## src/rtl/regfile_dump_reader_pkg.sv

```systemverilog
// Shared types and default sizes for the register-file dump reader.
package regdump_pkg;

  localparam int unsigned DATA_WIDTH = 32;
  localparam int unsigned ADDR_WIDTH = 5;
  localparam int unsigned NUM_REGS   = 32;

  typedef enum logic [2:0] {
    IDLE,
    READ,
    SEND,
    CSUM,
    DONE
  } state_e;

endpackage

```

## src/rtl/regfile_dump_reader_if.sv

```systemverilog
// Output stream of the dump reader: one word per valid/ready handshake.
//   out_valid/out_data/out_index/out_last : producer -> consumer
//   out_ready                             : consumer -> producer
interface regfile_dump_reader_if #(
  parameter int unsigned DATA_WIDTH = regdump_pkg::DATA_WIDTH,
  parameter int unsigned ADDR_WIDTH = regdump_pkg::ADDR_WIDTH
);
  logic                  out_valid;
  logic                  out_ready;
  logic [DATA_WIDTH-1:0] out_data;
  logic [ADDR_WIDTH-1:0] out_index;
  logic                  out_last;

  modport master (
    output out_valid, out_data, out_index, out_last,
    input  out_ready
  );

  modport slave (
    input  out_valid, out_data, out_index, out_last,
    output out_ready
  );
endinterface

```

## src/rtl/regfile_dump_reader_out_reg.sv

```systemverilog
// Stream output register for the dump reader.
//   clock, reset : clock and synchronous active-high reset
//   load, ld_*   : capture a new word and raise valid
//   ready        : consumer ready; valid drops after a handshake
//   valid, data, index, last : registered stream outputs
module regdump_out_reg
  import regdump_pkg::*;
#(
  parameter int unsigned DATA_WIDTH = regdump_pkg::DATA_WIDTH,
  parameter int unsigned ADDR_WIDTH = regdump_pkg::ADDR_WIDTH
) (
  input  logic                  clock,
  input  logic                  reset,
  input  logic                  load,
  input  logic [DATA_WIDTH-1:0] ld_data,
  input  logic [ADDR_WIDTH-1:0] ld_index,
  input  logic                  ld_last,
  input  logic                  ready,
  output logic                  valid,
  output logic [DATA_WIDTH-1:0] data,
  output logic [ADDR_WIDTH-1:0] index,
  output logic                  last
);
  logic                  valid_q, valid_d;
  logic [DATA_WIDTH-1:0] data_q, data_d;
  logic [ADDR_WIDTH-1:0] index_q, index_d;
  logic                  last_q, last_d;

  // A load in the same cycle as a handshake wins, so a follow-on word
  // can be presented back-to-back.
  always_comb begin
    valid_d = valid_q;
    data_d  = data_q;
    index_d = index_q;
    last_d  = last_q;
    if (valid_q && ready) begin
      valid_d = 1'b0;
    end
    if (load) begin
      valid_d = 1'b1;
      data_d  = ld_data;
      index_d = ld_index;
      last_d  = ld_last;
    end
  end

  always_ff @(posedge clock) begin
    if (reset) begin
      valid_q <= 1'b0;
      data_q  <= '0;
      index_q <= '0;
      last_q  <= 1'b0;
    end else begin
      valid_q <= valid_d;
      data_q  <= data_d;
      index_q <= index_d;
      last_q  <= last_d;
    end
  end

  assign valid = valid_q;
  assign data  = data_q;
  assign index = index_q;
  assign last  = last_q;
endmodule

```

## src/rtl/regfile_dump_reader.sv

```systemverilog
// Register-file dump reader: on start, walks every register through the
// shared read port and streams each word out tagged with its index.
//   clock, reset : clock and synchronous active-high reset
//   start        : begin a dump (accepted only when idle)
//   rd_addr      : read-port address; rd_data is its combinational data
//   out_if       : output stream (valid/ready, data, index, last)
//   busy         : dump in progress; done : one-cycle completion pulse
// Build option REGDUMP_CHECKSUM_EN appends a checksum word (sum of all
// captured words) after the last register.
module regfile_dump_reader
  import regdump_pkg::*;
#(
  parameter int unsigned NUM_REGS   = regdump_pkg::NUM_REGS,
  parameter int unsigned DATA_WIDTH = regdump_pkg::DATA_WIDTH,
  parameter int unsigned ADDR_WIDTH = regdump_pkg::ADDR_WIDTH
) (
  input  logic                   clock,
  input  logic                   reset,
  input  logic                   start,
  output logic [ADDR_WIDTH-1:0]  rd_addr,
  input  logic [DATA_WIDTH-1:0]  rd_data,
  regfile_dump_reader_if.master  out_if,
  output logic                   busy,
  output logic                   done
);
  localparam logic [ADDR_WIDTH-1:0] LAST_IDX = ADDR_WIDTH'(NUM_REGS - 1);

  state_e                state_q, state_d;
  logic [ADDR_WIDTH-1:0] idx_q, idx_d;
  logic                  hs;
  logic                  load;
  logic [DATA_WIDTH-1:0] load_data;
  logic [ADDR_WIDTH-1:0] load_index;
  logic                  load_last;
`ifdef REGDUMP_CHECKSUM_EN
  logic [DATA_WIDTH-1:0] acc_q, acc_d;
`endif

  assign hs = out_if.out_valid && out_if.out_ready;

  always_comb begin
    state_d    = state_q;
    idx_d      = idx_q;
    rd_addr    = '0;
    load       = 1'b0;
    load_data  = rd_data;
    load_index = idx_q;
`ifdef REGDUMP_CHECKSUM_EN
    acc_d      = acc_q;
    load_last  = 1'b0;
`else
    load_last  = (idx_q == LAST_IDX);
`endif
    unique case (state_q)
      IDLE: begin
        if (start) begin
          idx_d   = '0;
          state_d = READ;
`ifdef REGDUMP_CHECKSUM_EN
          acc_d   = '0;
`endif
        end
      end
      READ: begin
        rd_addr = idx_q;
        load    = 1'b1;
        state_d = SEND;
`ifdef REGDUMP_CHECKSUM_EN
        acc_d   = acc_q + rd_data;
`endif
      end
      SEND: begin
        if (hs) begin
          if (idx_q == LAST_IDX) begin
`ifdef REGDUMP_CHECKSUM_EN
            // Checksum word is loaded on the last register's handshake.
            load       = 1'b1;
            load_data  = acc_q;
            load_index = '0;
            load_last  = 1'b1;
            state_d    = CSUM;
`else
            state_d    = DONE;
`endif
          end else begin
            idx_d   = idx_q + 1'b1;
            state_d = READ;
          end
        end
      end
`ifdef REGDUMP_CHECKSUM_EN
      CSUM: begin
        if (hs) begin
          state_d = DONE;
        end
      end
`endif
      DONE: begin
        state_d = IDLE;
      end
      default: begin
        state_d = IDLE;
      end
    endcase
  end

  always_ff @(posedge clock) begin
    if (reset) begin
      state_q <= IDLE;
      idx_q   <= '0;
`ifdef REGDUMP_CHECKSUM_EN
      acc_q   <= '0;
`endif
    end else begin
      state_q <= state_d;
      idx_q   <= idx_d;
`ifdef REGDUMP_CHECKSUM_EN
      acc_q   <= acc_d;
`endif
    end
  end

  assign busy = (state_q != IDLE);
  assign done = (state_q == DONE);

  regdump_out_reg #(
    .DATA_WIDTH (DATA_WIDTH),
    .ADDR_WIDTH (ADDR_WIDTH)
  ) u_out_reg (
    .clock    (clock),
    .reset    (reset),
    .load     (load),
    .ld_data  (load_data),
    .ld_index (load_index),
    .ld_last  (load_last),
    .ready    (out_if.out_ready),
    .valid    (out_if.out_valid),
    .data     (out_if.out_data),
    .index    (out_if.out_index),
    .last     (out_if.out_last)
  );
endmodule

```

## src/flat_wrapper.sv

```systemverilog
// flat-port wrapper written by rule: the top's interface ports become plain ports
module regfile_dump_reader_flat import regdump_pkg::*;
#(
  parameter int unsigned NUM_REGS   = regdump_pkg::NUM_REGS,
  parameter int unsigned DATA_WIDTH = regdump_pkg::DATA_WIDTH,
  parameter int unsigned ADDR_WIDTH = regdump_pkg::ADDR_WIDTH
)
  (clock, reset, start, rd_addr, rd_data, busy, done, out_if_out_valid, out_if_out_data, out_if_out_index, out_if_out_last, out_if_out_ready);
  regfile_dump_reader_if #(.DATA_WIDTH(DATA_WIDTH), .ADDR_WIDTH(ADDR_WIDTH)) out_if_i ();
  input  logic clock;
  input  logic reset;
  input  logic start;
  output logic [ADDR_WIDTH-1:0] rd_addr;
  input  logic [DATA_WIDTH-1:0] rd_data;
  output logic busy;
  output logic done;
  output wire logic [$bits(out_if_i.out_valid)-1:0] out_if_out_valid;
  output wire logic [$bits(out_if_i.out_data)-1:0] out_if_out_data;
  output wire logic [$bits(out_if_i.out_index)-1:0] out_if_out_index;
  output wire logic [$bits(out_if_i.out_last)-1:0] out_if_out_last;
  input wire logic [$bits(out_if_i.out_ready)-1:0] out_if_out_ready;
  assign out_if_out_valid = out_if_i.out_valid;
  assign out_if_out_data = out_if_i.out_data;
  assign out_if_out_index = out_if_i.out_index;
  assign out_if_out_last = out_if_i.out_last;
  assign out_if_i.out_ready = out_if_out_ready;
  regfile_dump_reader #(.NUM_REGS(NUM_REGS), .DATA_WIDTH(DATA_WIDTH), .ADDR_WIDTH(ADDR_WIDTH)) u_core (.clock(clock), .reset(reset), .start(start), .rd_addr(rd_addr), .rd_data(rd_data), .out_if(out_if_i), .busy(busy), .done(done));
endmodule
```

## config.mk

```make
export PLATFORM = sky130hd
export DESIGN_NAME = regfile_dump_reader_flat
export DESIGN_NICKNAME = d
export VERILOG_FILES = /design/src/rtl/regfile_dump_reader_pkg.sv /design/src/rtl/regfile_dump_reader_if.sv /design/src/rtl/regfile_dump_reader_out_reg.sv /design/src/rtl/regfile_dump_reader.sv /design/src/flat_wrapper.sv
export SDC_FILE = /design/constraint.sdc
export NUM_CORES = 1
export LEC_CHECK = 0
export ABC_AREA = 1
export BUFFER_PORTS_ARGS = -buffer_cell sky130_fd_sc_hd__buf_2
export CORE_AREA = 4 4 72 68
export DETAILED_ROUTE_END_ITERATION = 10
export DIE_AREA = 0 0 76 72
export GPL_TIMING_DRIVEN = 0
export PLACE_DENSITY = 0.83
export REMOVE_ABC_BUFFERS = 1
export SYNTH_ARGS = -nofsm -noshare
export SYNTH_HDL_FRONTEND = slang
export SYNTH_SLANG_ARGS = --single-unit
```

## constraint.sdc

```tcl
create_clock -name clock -period 1.82 [get_ports clock]
set_clock_uncertainty 0.1 [all_clocks]
set_input_delay 0.364 -clock clock [delete_from_list [all_inputs] [get_ports clock]]
set_output_delay 0.364 -clock clock [all_outputs]
set_load 0.01 [all_outputs]
```

; ---- Yosys cells after proc, flatten, opt, wreduce, memory -nomap -nowiden
; Cells that the tools add are included.
; Widths: inputs -> output; s select.
[op_classes]
add_sub_neg = 1
mul = 0
div = 0
n_lt_le_gt_ge = 0
eq_ne = 7
shifts = 0
mux = 12
n_bitwise = 0
reduce_logical = 7
[op_table]
columns = cell, count
row1 = $mux 5, 4
row2 = $pmux 5 s2, 1
row3 = $mux 3, 3
row4 = $pmux 3 s3, 1
row5 = $add 5x1->5 const B, 1
row6 = $eq 5x5->1 const B, 1
row7 = $ne 2x2->1 const B, 2
row8 = $reduce_and 4->1, 1
row9 = $reduce_bool 2->1, 2
row10 = $eq 3x1->1 const B, 1
row11 = $eq 3x2->1 const B, 1
row12 = $eq 3x3->1 const B, 1
row13 = $logic_not 3->1, 1
row14 = $mux 1, 3
row15 = $reduce_bool 3->1, 1
row16 = $ne 2x1->1 const B, 1
row17 = $reduce_and 2->1, 1
row18 = $logic_and 1x1->1, 1
[word_totals]
ff_bits = 47
latch_bits = 0
ramBits = 0
mem_bits_ro = 0
inputBits = 36
out_inout_bits = 46
n_memories = 0

; ---- Logic depth before layout (Yosys ltp)
[depth]
ltp_word = 4
depth_mapped = 11
mapped_depth_nobuf = 11

; ---- Cells and area by module
; A second synthesis with hierarchy kept.
[unflattened]
hier_cells = 241
hier_area_um2 = 1829.3
[modules_own_cells]
columns = module, instances, cells_each, area_each_um2, seq_area_each_um2
row1 = regdump_out_reg, 1, 170, 1362.6, 780.7
row2 = regfile_dump_reader, 1, 71, 466.7, 160.2

; ---- Least setup slack after synthesis
; Ideal clock, no wire load.
[synth_timing]
kind = register -> register
startpoint = register u_core.idx_q[0]
endpoint = register u_core.idx_q[0]
setup_time_ns = 0.114
arrival_time_ns = 1.295
required_time_ns = 1.606
setup_slack_ns = 0.312
path_stages_with_launch = 11
path_buffers = 0
cell_sequence = dfxtp_1 ha_1 nand2_1 nor2_1 ha_1 nand2_1 nand2_1 inv_1 nand3_4 a21oi_1 nor2_1
[synth_between]
word_cells_on_any_way = 7
[synth_rtl]
columns = item, line_no
row1 = from (decl), regfile_dump_reader.sv:29  ; logic [ADDR_WIDTH-1:0] idx_q, idx_d;
row2 = from (signal assigned), regfile_dump_reader.sv:116  ; idx_q <= idx_d;
row3 = $eq 5x5->1, --
row4 = named net u_core.load_last, regfile_dump_reader.sv:34  ; logic load_last;
row5 = $ne 2x2->1 (no line), --
row6 = $reduce_and 4->1 (no line), --
; The timed path passes the listed nets, and every way through them passes these cells. The select of a mux whose other input is x is not followed.
; A chain may end at the register's enable or synchronous reset.

; ---- Worst setup path in the final report
[layout_timing]
startpoint = register u_core.state_q[2]
endpoint = output port rd_addr[0]
[layout_between]
elab_chain_cells = 2
[layout_lines]
columns = item, line_no
row1 = from (decl), regfile_dump_reader.sv:28  ; state_e state_q, state_d;
row2 = from (signal assigned), regfile_dump_reader.sv:115  ; state_q <= state_d;
row3 = $eq 3x1->1, regfile_dump_reader.sv:54  ; unique case (state_q)
row4 = $mux 5, regfile_dump_reader.sv:54
row5 = to (decl), flat_wrapper.sv:13  ; output logic [ADDR_WIDTH-1:0] rd_addr;
; Every way passes these cells.

==> flow_metrics.tcl <==
set metrics [dict create \
    status "completed" \
    pwr-share-clk_pct 24.0 \
    use_met3_pct 4.96 \
    critPathMaxStageDelay_ns 0.36 \
    clock_latency_ns 0.30 \
    finalSetupViolations 0 \
    grt_pass1_wl_mm 7.49 \
    cts_tree "done" \
    ios 82 \
    first_pass_iters 4 \
    combPwrFrac_pct 27.4 \
    fmax_ghz 0.581 \
    placed_area_um2 2220 \
    start_util_pct 42.9 \
    power_mw 2.59 \
    clockBufferDepth 2 \
    postRouteAntennaNets 0 \
    final_cell_area_um2 2440 \
    synth_cells 243 \
    clk_pin_slew_ns 0.09 \
    post-place-cells 363 \
    p_leak_nw 1.18 \
    power_density_nw_per_um2 1060 \
    vias 1846 \
    grtUsageTotal_pct 16.7 \
    p_seq_share_pct 48.6 \
    min_period_ns 1.72 \
    cts_buffers 5 \
    tightestPinTransition_ns 0.915 \
    maxSlewViolCount 0 \
    start_kind "flop" \
    grt_util_met2_pct 28.0 \
    path_cells "nor2_4, nand2_8, nor2_2, buf_2" \
    end_kind "output pin" \
    holdCritPathClass "in2reg" \
    place_congestion 0.787 \
    fillers 412 \
    grt.busiest_layer "met2" \
    finalSetupTns_ns 0 \
    critical_path_class "reg2out" \
    drt_iter0_drc 96 \
    cp_max_fo 8 \
    cts.sinks 47 \
    layout-drive-gt1-share_pct 35.2 \
    grt_pass1_vias 1596 \
    final_common_cell "buf_2" \
    dieArea_um2 5470 \
    htreeDepth 2 \
    required_ns 1.36 \
    drc_errors 0 \
    row_count 23 \
    core_area_um2 4230 \
    cap_violations 0 \
    wire_per_inst_um 12.8 \
    ir_worst_vdd_mv 0.453 \
    ys_seq_area_share_pct 51.9 \
    cp.arrival_ns 1.26 \
    post-place-ws_ns 0.000534 \
    area.growth.synth_to_final_pct 34.3 \
    final_cells 380 \
    intPower_mw 1.72 \
    io_buffer_count 81 \
    fp.dieW_um 76 \
    fin_crit_sh_pct 94.5 \
    crit_slowest_cell "dfxtp_2" \
    yosysWarnings 0 \
    most-common-layout-cells "buf_2 (81), nor2_1 (75), dfxtp_1 (42), o21ai_0 (35), nand2_1 (27)" \
    cts-root-buf "clkbuf_8" \
    layout_setup_ws_ns 0.100 \
    final_nets 367 \
    syn_area_um2 1810 \
    gr-usage-met1_pct 21.3 \
    switching_share_pct 33.8 \
    diodes 0 \
    dp_hpwl_mm 3.04 \
    antenna_found_initial 0 \
    p_switching_mw 0.875 \
    wl_mm 4.88 \
    grt_max_degree 38 \
    rsz0062_at_grt "false" \
    synth_seq_cells 47 \
    overflow 0 \
    ctsHoldBuffers 0 \
    die_h_um 72 \
    hold_viol 0 \
    slew_headroom_pct 38.9 \
    vias_per_cell 4.86 \
    avgSynthCellArea_um2 7.47 \
    synth_cell_type_count 18 \
]
[final timing paths]
check	cells past startpoint	endpoint	slack, ns	start
max	4	rd_addr[0]	0.10	u_core.state_q[2]
min	3	u_core.u_out_reg.data[3]	0.21	rd_data[3]
max reg2reg	10	u_core.idx_q[4]	0.14	u_core.idx_q[0]
min reg2reg	2	u_core.u_out_reg.index[4]	0.37	u_core.u_out_reg.index[4]
[registers in the layout, indices dropped and copies added (netlist names)]
| signal | cells |
|---|---|
| u_core.u_out_reg.data | 32 |
| u_core.u_out_reg.last | 1 |
| u_core.u_out_reg.index | 5 |
| u_core.u_out_reg.valid | 1 |
| u_core.state_q | 3 |
| u_core.idx_q | 5 |
[through the flow]
stage          hold WS (ns)  utilization [%]
2_1_floorplan         0.333                -
3_3_place_gp          0.350             52.5
3_5_place_dp          0.357             52.5
4_1_cts               0.204             55.4
5_1_grt               0.212             57.6
6_report              0.212             57.6
[power groups by stage]
stage	logic, mW	registers, mW	clock network [mW]
6_report	0.710	1.26	0.621
3_3_place_gp	0.611	1.26	0
5_1_grt	0.799	1.28	0.686
3_5_place_dp	0.625	1.27	0
4_1_cts	0.652	1.25	0.644
2_1_floorplan	0.325	1.32	0
[what timing repair did]
item	in CTS	in global routing
gates resized for setup	5	12
gates cloned	1	2
setup endpoints to repair	5	10
setup buffers	1	5
hold endpoints to repair	0	0
pin swaps	2	2
[routing by layer]
layer | share of wire, % | vias up
li1 | - | 938
met1 | 45 | 830
met2 | 47 | 76
met3 | 8.0 | 2
met4 | 0.27 | 0
met5 | 0 | -
[cell usage after synthesis]
master     n  share of area (%)
buf_4      4                1.7
nor3_1     1               0.28
nand3_4    1               0.97
inv_2      2               0.41
clkbuf_1   3               0.62
ha_1       2                1.4
nand3_1    4                1.1
nor2_2     1               0.35
nand2_4    1               0.62
nand4_1    1               0.35
nand2_1   27                5.6
nor2_4     1               0.62
a21oi_1   13                3.6
dfxtp_1   47                 52
buf_2      4                1.1
nor2_1    80                 17
o21ai_0   35                9.7
inv_1     16                3.3
[cells by family after synthesis]
logic type                 synth area share, %
buffers and inverters                     7.10
and+or+nand+nor                           26.4
AOI/OAI and AO/OA                         13.2
adders and majority gates                 1.38
DFF                                       51.9
[cell type report]
class / count / area, µm² / area share [%]
Timing Repair Buffer: 87 / 450 / 18.5
Sequential cell: 47 / 947 / 38.9
Inverter: 18 / 67.6 / 2.77
Clock inverter: 3 / 20.0 / 0.821
Multi-Input combinational cell: 170 / 821 / 33.7
Clock buffer: 5 / 68.8 / 2.82
Tap cell: 50 / 62.6 / 2.57
[worst max-delay path, delay by kind of cell (launching register included)]
kind                   cells  cell delay, ns
AND/OR/NAND/NOR            3            0.45
flip-flops                 1            0.36
buffers and inverters      1            0.14
(Power assumes the default switching activity.)
